`src/rtl/npc_unit.sv`:
```
// Next-PC unit: fetch/decode PC registers, next fetch address selection, link address, branch counters.
// Optional BRANCH_LIKELY_EN annuls the delay slot of a not-taken branch-likely instruction.
module npc_unit #(
   parameter logic [31:0] RESET_PC = 32'h0000_3000
) (
   input  logic        clk,
   input  logic        reset,
   input  logic        stall,
   input  logic [2:0]  br_type,
   input  logic [1:0]  jump_type,
   input  logic        equal,
   input  logic        bez,
   input  logic        bgz,
   input  logic        blz,
   input  logic [15:0] imm16,
   input  logic [25:0] instr_index,
   input  logic [31:0] rs_data,
   input  logic        br_likely,
   output logic [31:0] pc_F,
   output logic [31:0] pc_D,
   output logic [31:0] link_D,
   output logic [31:0] npc,
   output logic        redirect,
   output logic        flush_D,
   output logic [31:0] br_cnt,
   output logic [31:0] taken_cnt
);

   logic [31:0] pc_f_q, pc_f_d;
   logic [31:0] pc_d_q, pc_d_d;
   logic [31:0] br_cnt_q, br_cnt_d;
   logic [31:0] taken_cnt_q, taken_cnt_d;

   logic        cond_taken;
   logic        is_branch;
   logic        is_jump;
   logic [31:0] pc_d_plus4;
   logic [31:0] br_target;
   logic [31:0] j_target;

   always_comb begin
      cond_taken = 1'b0;
      case (br_type)
         3'd1:    cond_taken = equal;
         3'd2:    cond_taken = ~equal;
         3'd3:    cond_taken = bez | blz;
         3'd4:    cond_taken = bgz;
         3'd5:    cond_taken = blz;
         3'd6:    cond_taken = bez | bgz;
         default: cond_taken = 1'b0;
      endcase
      is_branch  = (br_type != 3'd0) && (br_type != 3'd7);
      is_jump    = (jump_type == 2'd1) || (jump_type == 2'd2);
      pc_d_plus4 = pc_d_q + 32'd4;
      br_target  = pc_d_plus4 + {{14{imm16[15]}}, imm16, 2'b00};
      j_target   = {pc_d_plus4[31:28], instr_index, 2'b00};
   end

   // Jumps take priority over a simultaneously decoded branch (illegal decode).
   always_comb begin
      if (jump_type == 2'd2)
         npc = rs_data;
      else if (jump_type == 2'd1)
         npc = j_target;
      else if (cond_taken)
         npc = br_target;
      else
         npc = pc_f_q + 32'd4;
      redirect = is_jump | cond_taken;
   end

`ifdef BRANCH_LIKELY_EN
   assign flush_D = ~stall & br_likely & is_branch & ~cond_taken;
`else
   assign flush_D = 1'b0;
`endif

   always_comb begin
      pc_f_d      = pc_f_q;
      pc_d_d      = pc_d_q;
      br_cnt_d    = br_cnt_q;
      taken_cnt_d = taken_cnt_q;
      if (!stall) begin
         pc_f_d = npc;
         pc_d_d = pc_f_q;
         // A jump paired with a branch suppresses the branch statistics.
         if (is_branch && !is_jump) begin
            br_cnt_d    = br_cnt_q + 32'd1;
            taken_cnt_d = taken_cnt_q + {31'd0, cond_taken};
         end
      end
   end

   always_ff @(posedge clk or posedge reset) begin
      if (reset) begin
         pc_f_q      <= RESET_PC;
         pc_d_q      <= RESET_PC - 32'd4;
         br_cnt_q    <= 32'd0;
         taken_cnt_q <= 32'd0;
      end else begin
         pc_f_q      <= pc_f_d;
         pc_d_q      <= pc_d_d;
         br_cnt_q    <= br_cnt_d;
         taken_cnt_q <= taken_cnt_d;
      end
   end

   assign pc_F      = pc_f_q;
   assign pc_D      = pc_d_q;
   assign link_D    = pc_d_q + 32'd8;
   assign br_cnt    = br_cnt_q;
   assign taken_cnt = taken_cnt_q;

endmodule

```
`config.mk`:
```
export PLATFORM = sky130hd
export DESIGN_NAME = npc_unit
export DESIGN_NICKNAME = d
export VERILOG_FILES = /design/src/rtl/npc_unit.sv
export SDC_FILE = /design/constraint.sdc
export NUM_CORES = 1
export LEC_CHECK = 0
export BUFFER_PORTS_ARGS = -buffer_cell sky130_fd_sc_hd__clkbuf_2
export CAP_MARGIN = 20
export CELL_PAD_IN_SITES_DETAIL_PLACEMENT = 1
export CELL_PAD_IN_SITES_GLOBAL_PLACEMENT = 2
export CORE_MARGIN = 10
export CORE_UTILIZATION = 31
export CTS_CLUSTER_SIZE = 40
export DETAILED_ROUTE_END_ITERATION = 7
export MAX_ROUTING_LAYER = met4
export PLACE_DENSITY = 0.77
export SLEW_MARGIN = 20
export SYNTH_ARGS = -nofsm -noshare
export SYNTH_HDL_FRONTEND = slang
export SYNTH_SLANG_ARGS = --single-unit
```
`constraint.sdc`:
```
create_clock -name clk -period 4.8 [get_ports clk]
set_input_delay 0.24 -clock clk [delete_from_list [all_inputs] [get_ports clk]]
set_output_delay 0.24 -clock clk [all_outputs]
set_load 0.03 [all_outputs]
```
Word level (Yosys, flattened, before mapping) --
Cells that the tools add are included. Widths: inputs -> output; s select.
Operators by class: eq/ne operators 9, reduce and logical (&&, ||, !) cells 6, multipliers 0, shifts and indexed selects 0, bitwise logic cells 5, add/subtract/negate cells 6, multiplexer cells 4, divide/modulo/power cells 0, magnitude comparators 0
Operator list (count):
- $mux 32 | 3
- $add 32x3->32 const B | 2
- $add 32x1->32 | 1
- $add 32x1->32 const B | 1
- $add 32x32->32 | 1
- $add 32x4->32 const B | 1
- $eq 3x3->1 const B | 3
- $eq 3x2->1 const B | 2
- $pmux 1 s6 | 1
- $eq 3x1->1 const B | 1
- $ne 3x3->1 const B | 1
- $or 1x1->1 | 3
- $reduce_bool 3->1 | 1
- $eq 2x1->1 const B | 1
- $eq 2x2->1 const B | 1
- $logic_and 1x1->1 | 2
- $not 1->1 | 2
- $reduce_and 2->1 | 1
- $logic_not 1->1 | 1
- $logic_or 1x1->1 | 1
Storage, ports and cells: memories kept 0, memory bits (read-only) 0, output and inout bits 194, register bits 128, memory bits (writable) 0, logic and storage cells 34, bits in latches 0

Longest topological paths before layout --
word-level depth 5, gate-level depth with buffers 17, depth with buffers taken out 16

Worst setup path after synthesis --
No wires, ideal clock.
path type register -> register, start register pc_d_q[6], in the netlist pc_D[6], end register pc_f_q[24], in the netlist pc_F[24], required time 4.731 ns, path slack 0.236 ns, setup time 0.069 ns, cell stages (with the launch flop) 18, arrival time 4.495 ns, cell sequence dfstp_2 > buf_2 > and2_1 > nand4_1 > nor3_1 > and3_2 > and3_1 > nand2_1 > xnor2_1 > ha_1 > a21oi_1 > o21bai_1 > a21oi_1 > mux2_2 > a21oi_1 > a22oi_1 > o41ai_2 > mux2_2
Between the ends: longest elaborated chain between the ends 5
Ends and longest elaborated chain:
- from (decl) | RTL line 30 | logic [31:0] pc_d_q, pc_d_d;
- from (signal assigned) | RTL line 97 | pc_d_q <= RESET_PC - 32'd4;
- from (signal assigned) | RTL line 102 | pc_d_q <= pc_d_d;
- $add 32x3->32 | RTL line 54 | pc_d_plus4 = pc_d_q + 32'd4;
- $add 32x32->32 | RTL line 55 | br_target = pc_d_plus4 + {{14{imm16[15]}}, imm16, 2'b00};
- $mux 32 | RTL line 65 | else if (cond_taken)
- $mux 32 | RTL line 63 | else if (jump_type == 2'd1)
- $mux 32 | RTL line 61 | if (jump_type == 2'd2)
- named net npc[24] | RTL line 22 | output logic [31:0] npc,
- to (signal assigned) | RTL line 101 | pc_f_q <= pc_f_d;
- to (decl) | RTL line 29 | logic [31:0] pc_f_q, pc_f_d;
The timed path passes the listed nets, and every way through them passes these cells. A chain may end at the register's enable or synchronous reset.

Final worst setup path --
start register pc_d_q[10], in the netlist pc_D[10], end output port npc[31]
Between the ends: longest elaborated chain between the ends 5
Ends and longest elaborated chain (RTL line):
- $add 32x3->32 (*) | 54
- $add 32x32->32 | 55
- $mux 32 | 65
- $mux 32 (*) | 63
- $mux 32 (*) | 61
- to (decl) | 22
Every way passes the cells marked *; elsewhere a longest branch is shown, timed or not.

==> flow_summary_export.csv <==
group,metric,value,unit
synth,async_flop_share,100.0,%
synth,synth_area_leaders,"dfrtp_1 30%, xnor2_1 10%, mux2_2 5.8%",
grt,grt_pass1_vias,10040,
power,p_sw,3.427,mW
route,routed_wirelength,41620,um
floorplanning,initial_core_util,31.56,%
power,clockPowerShare,18.9,%
synth,avgSynthCellArea,8.855,um^2
cells_and_area,drive_above_1_share,36.85,%
synth,netlist_area,9678,um^2
synth,synth_fp_nets,1222,
synth,synth_area_leader_cell,"dfrtp_1",
cells_and_area,fill_cells,3649,
critical_path,worst_ep_required_time,4.56,ns
sta,fin_skew,0.01143,ns
critical_path,ff2ff_path_depth,17,
placement,io_buffer_count,278,
grt,grt_pass1_wl,62770,um
sta,timing.hold.ws,0.06002,ns
critical_path,cp-start-kind,"flop",
synth,ys_ff_latch,128,
sta,slew_headroom,42.40,%
floorplanning,fp-row-count,64,
route,viasPerCell,5.238,
run,max_cap_viol_count,0,
sta,max_freq,0.2139,GHz
critical_path,cp_max_fo,4,
run_status,status,"complete, no violations",
power,power,6.879,mW
floorplanning,die_w,196.7,um
critical_path,slowest_delay,0.55,ns
sta,drv_slew,0,
power,power_leakage,5.756,nW
critical_path,crit_path_end_kind,"output pin",
synth,yosysSeqAreaShare,33.26,%
clock_network,numCtsBuffers,17,
clock_network,clkSlewWorstSetupHoldPaths,0.06,ns
critical_path,rr_startpoint,"pc_D[3]",
cells_and_area,syn_to_final_growth,31.66,%
power,sequentialPowerShare,24.8,%
synth,synth_edf_count,0,
critical_path,rr_endpoint,"pc_F[24]",
synth,synth_cell_type_count,86,
synth,synth-main-ff-cell,"dfrtp_1",
critical_path,ff2ff_setup_slack,0.75,ns
route,antenna_violating_nets_post_route,0,
synth,synthCells,1093,
critical_path,crit_path_top_delay_cell,"dfstp_2",
sta,rsz0062_at_grt,"yes",
power,combinationalPowerShare,56.3,%
floorplanning,io_pins,281,
grt,grt_usage,21.42,%
clock_network,cts_tree,"yes",
critical_path,crit_chain,"nand4_1 -> buf_4 -> or2_4 -> nor4_4 -> nand4_1 -> xnor2_2 -> ha_1 -> inv_1 -> o21ai_1 -> o211ai_1 -> a21oi_2 -> mux2_4 -> nor4b_4 -> mux2i_2 -> nand2_1 -> buf_6",
sta,max_slew.worst_pin.slew,0.8631,ns
clock_network,clkLatencyLatePin,0.43,ns
power,p_per_area,539.9,nW/um^2
floorplanning,core,30670,um^2
sta,setup_viol,0,
power,sw_frac_of_total,49.81,%
sta,period_share,97.40,%
critical_path,critPathArrivalTime,4.44,ns
synth,synth_top_area_share,29.73,%
worst_hold_path,hp-class,"input port to flop",
power,internal-power,3.452,mW
clock_network,htree_num_levels,4,
cells_and_area,nNetsFinal,1531,
route,first_pass_iters,4,
placement,hpwlAfterDp,32600,um
grt,overflow,0,
clock_network,cts_buffer_depth,2,
sta,period_needed,4.675,ns
route,drc,0,
worst_hold_path,min_from,"rs_data[20]",
floorplanning,fp.dieH,196.7,um
critical_path,crit_family,"simple AND/OR/NAND/NOR gates",
critical_path,crit_buf_inv,3,
placement,gp_congestion,0.8901,
sta,final_hold_viol_count,0,
grt,grt_max_degree,55,
route,drtIter0Drc,389,
clock_network,clock-sinks,128,
critical_path,crit_type,"flop to output pin",
worst_hold_path,whs_path_depth,3,
grt,antenna_found_initial,11,
floorplanning,die_area,38690,um^2
power,max-vdd-ir-drop,198.0,uV
synth,yosys_warnings,0,
route,wl_per_cell,22.86,um
worst_hold_path,hold_end,"pc_F[20]",
clock_network,cts_root_buf,"clkbuf_16",
route,via_count,9539,
critical_path,critical_path.most_common_cell,"nand4_1",
-- routing by layer --
metal | share of wire, % | wire [um] | vias to the layer above | track usage, %
met5 | 0 | 0 | - | -
met3 | 6.5 | 2708 | 27 | 6.704
met1 | 45 | 18800 | 4734 | 26.70
met2 | 47 | 19510 | 223 | 33.30
met4 | 1.5 | 605 | 0 | 4.940
li1 | - | - | 4555 | -
-- cells in the final DEF (no fill, tap or decap), types with 14 or more instances in the layout --
cell and n:
and4_1 17, ha_1 30, clkbuf_16 17, and3_1 14, clkbuf_2 272, xnor2_1 108, inv_1 23, o21ai_0 41
nor2_1 80, xor2_1 44, a21oi_1 36, nand2_1 126, buf_4 67, mux2_2 49, nand3_1 53, dfrtp_1 115
nand4_1 40
-- power groups by stage --
| stage | Clock [mW] | Sequential (mW) | Combinational (mW) |
|---|---|---|---|
| floorplan | 0 | 2.01 | 2.05 |
| global placement | 0 | 1.72 | 3.55 |
| detailed placement | 0 | 1.73 | 3.58 |
| CTS | 1.33 | 1.71 | 3.70 |
| global route | 1.38 | 1.74 | 4.17 |
| finish | 1.30 | 1.71 | 3.87 |
-- registers in the layout (all words and copies together) (netlist names) --
signal	count
br_cnt	32
pc_F	32
pc_D	32
taken_cnt	32
-- worst register-to-register path: cells and delay by family (launching register included) --
kind                     cells  cell delay, ns
AO/OA/AOI/OAI                6            1.13
AND/OR/NAND/NOR              5            0.79
multiplexers                 2            0.58
flip-flops                   1            0.56
adder cells (fa/ha/maj)      2            0.46
XOR/XNOR                     1            0.31
buffers and inverters        1            0.16
-- metrics by stage --
step	setup TNS [ns]	cells	utilization [%]	setup WS, ns	cell area (um^2)
3_5_place_dp	0	1756	37.74	0.1796	11570
5_1_grt	-0.3180	1821	41.55	-0.08272	12740
4_1_cts	-0.05026	1795	40.25	-0.04512	12340
6_report	0	1821	41.55	0.1248	12740
3_3_place_gp	0	1756	37.74	0.2447	11570
2_1_floorplan	0	1093	-	0.2361	9678
-- cell usage after synthesis, drive strengths merged (2+ instances only) --
master     n
nand2    127
dfrtp    115
xnor2    113
nor2      87
nand3     56
o21ai     51
mux2      50
a21oi     46
xor2      45
ha        41
nand4     40
clkbuf    32
inv       26
buf       23
and3      18
and4      18
nor3      16
o31ai     15
dfstp     13
a211oi    12
a22oi     12
a21o      10
nand2b    10
a31oi      9
o211ai     9
or3        9
and2       8
nor4       6
o21a       6
a221oi     5
mux2i      5
o21bai     5
or2        5
nor2b      4
nor3b      4
o22ai      4
a22o       3
o311ai     3
a2111oi    2
a211o      2
a221o      2
a31o       2
nand3b     2
o221ai     2
-- worst max path at each step --
stage                         from  endpoint  slack, ns  cells after the start
after floorplan            pc_D[6]  pc_F[24]       0.24                     17
after detailed placement   pc_D[3]   npc[24]       0.18                     16
after global routing       pc_D[3]   npc[31]      -0.08                     18
final                     pc_D[10]   npc[31]       0.12                     16
after CTS                  pc_D[3]   npc[31]      -0.05                     16
after global placement     pc_D[3]   npc[24]       0.24                     16
-- final cells by class --
cell class / instances / area (um^2) / area share, %
clock inverters: 13 / 131.4 / 1.031
multi-input cells: 882 / 6389 / 50.14
flip-flops and latches: 128 / 3219 / 25.27
inverters: 27 / 108.9 / 0.8543
well taps: 396 / 495.5 / 3.888
clock buffers: 18 / 439.2 / 3.447
repair buffers: 346 / 1932 / 15.16
diodes: 11 / 27.53 / 0.2160
-- cells by family after synthesis --
family	after synthesis	synth area share, %
AOI/OAI and AO/OA	211	14.45
other	1	0.03875
adders and majority gates	42	5.507
muxes	55	6.335
xor gates and xnor gates	158	14.38
DFF	128	33.26
and+or+nand+nor	415	21.47
buffers and inverters	83	4.551
-- what timing repair did --
action / 4_1_cts / 5_1_grt
cloned: 0 / 0
endpoints found under the hold margin: 45 / 0
hold buffers: 1 / 0
setup buffers: 7 / 15
pin swaps: 7 / 21
endpoints found under the setup margin: 14 / 17
resized for setup: 33 / 65
(Power assumes the default switching activity.)
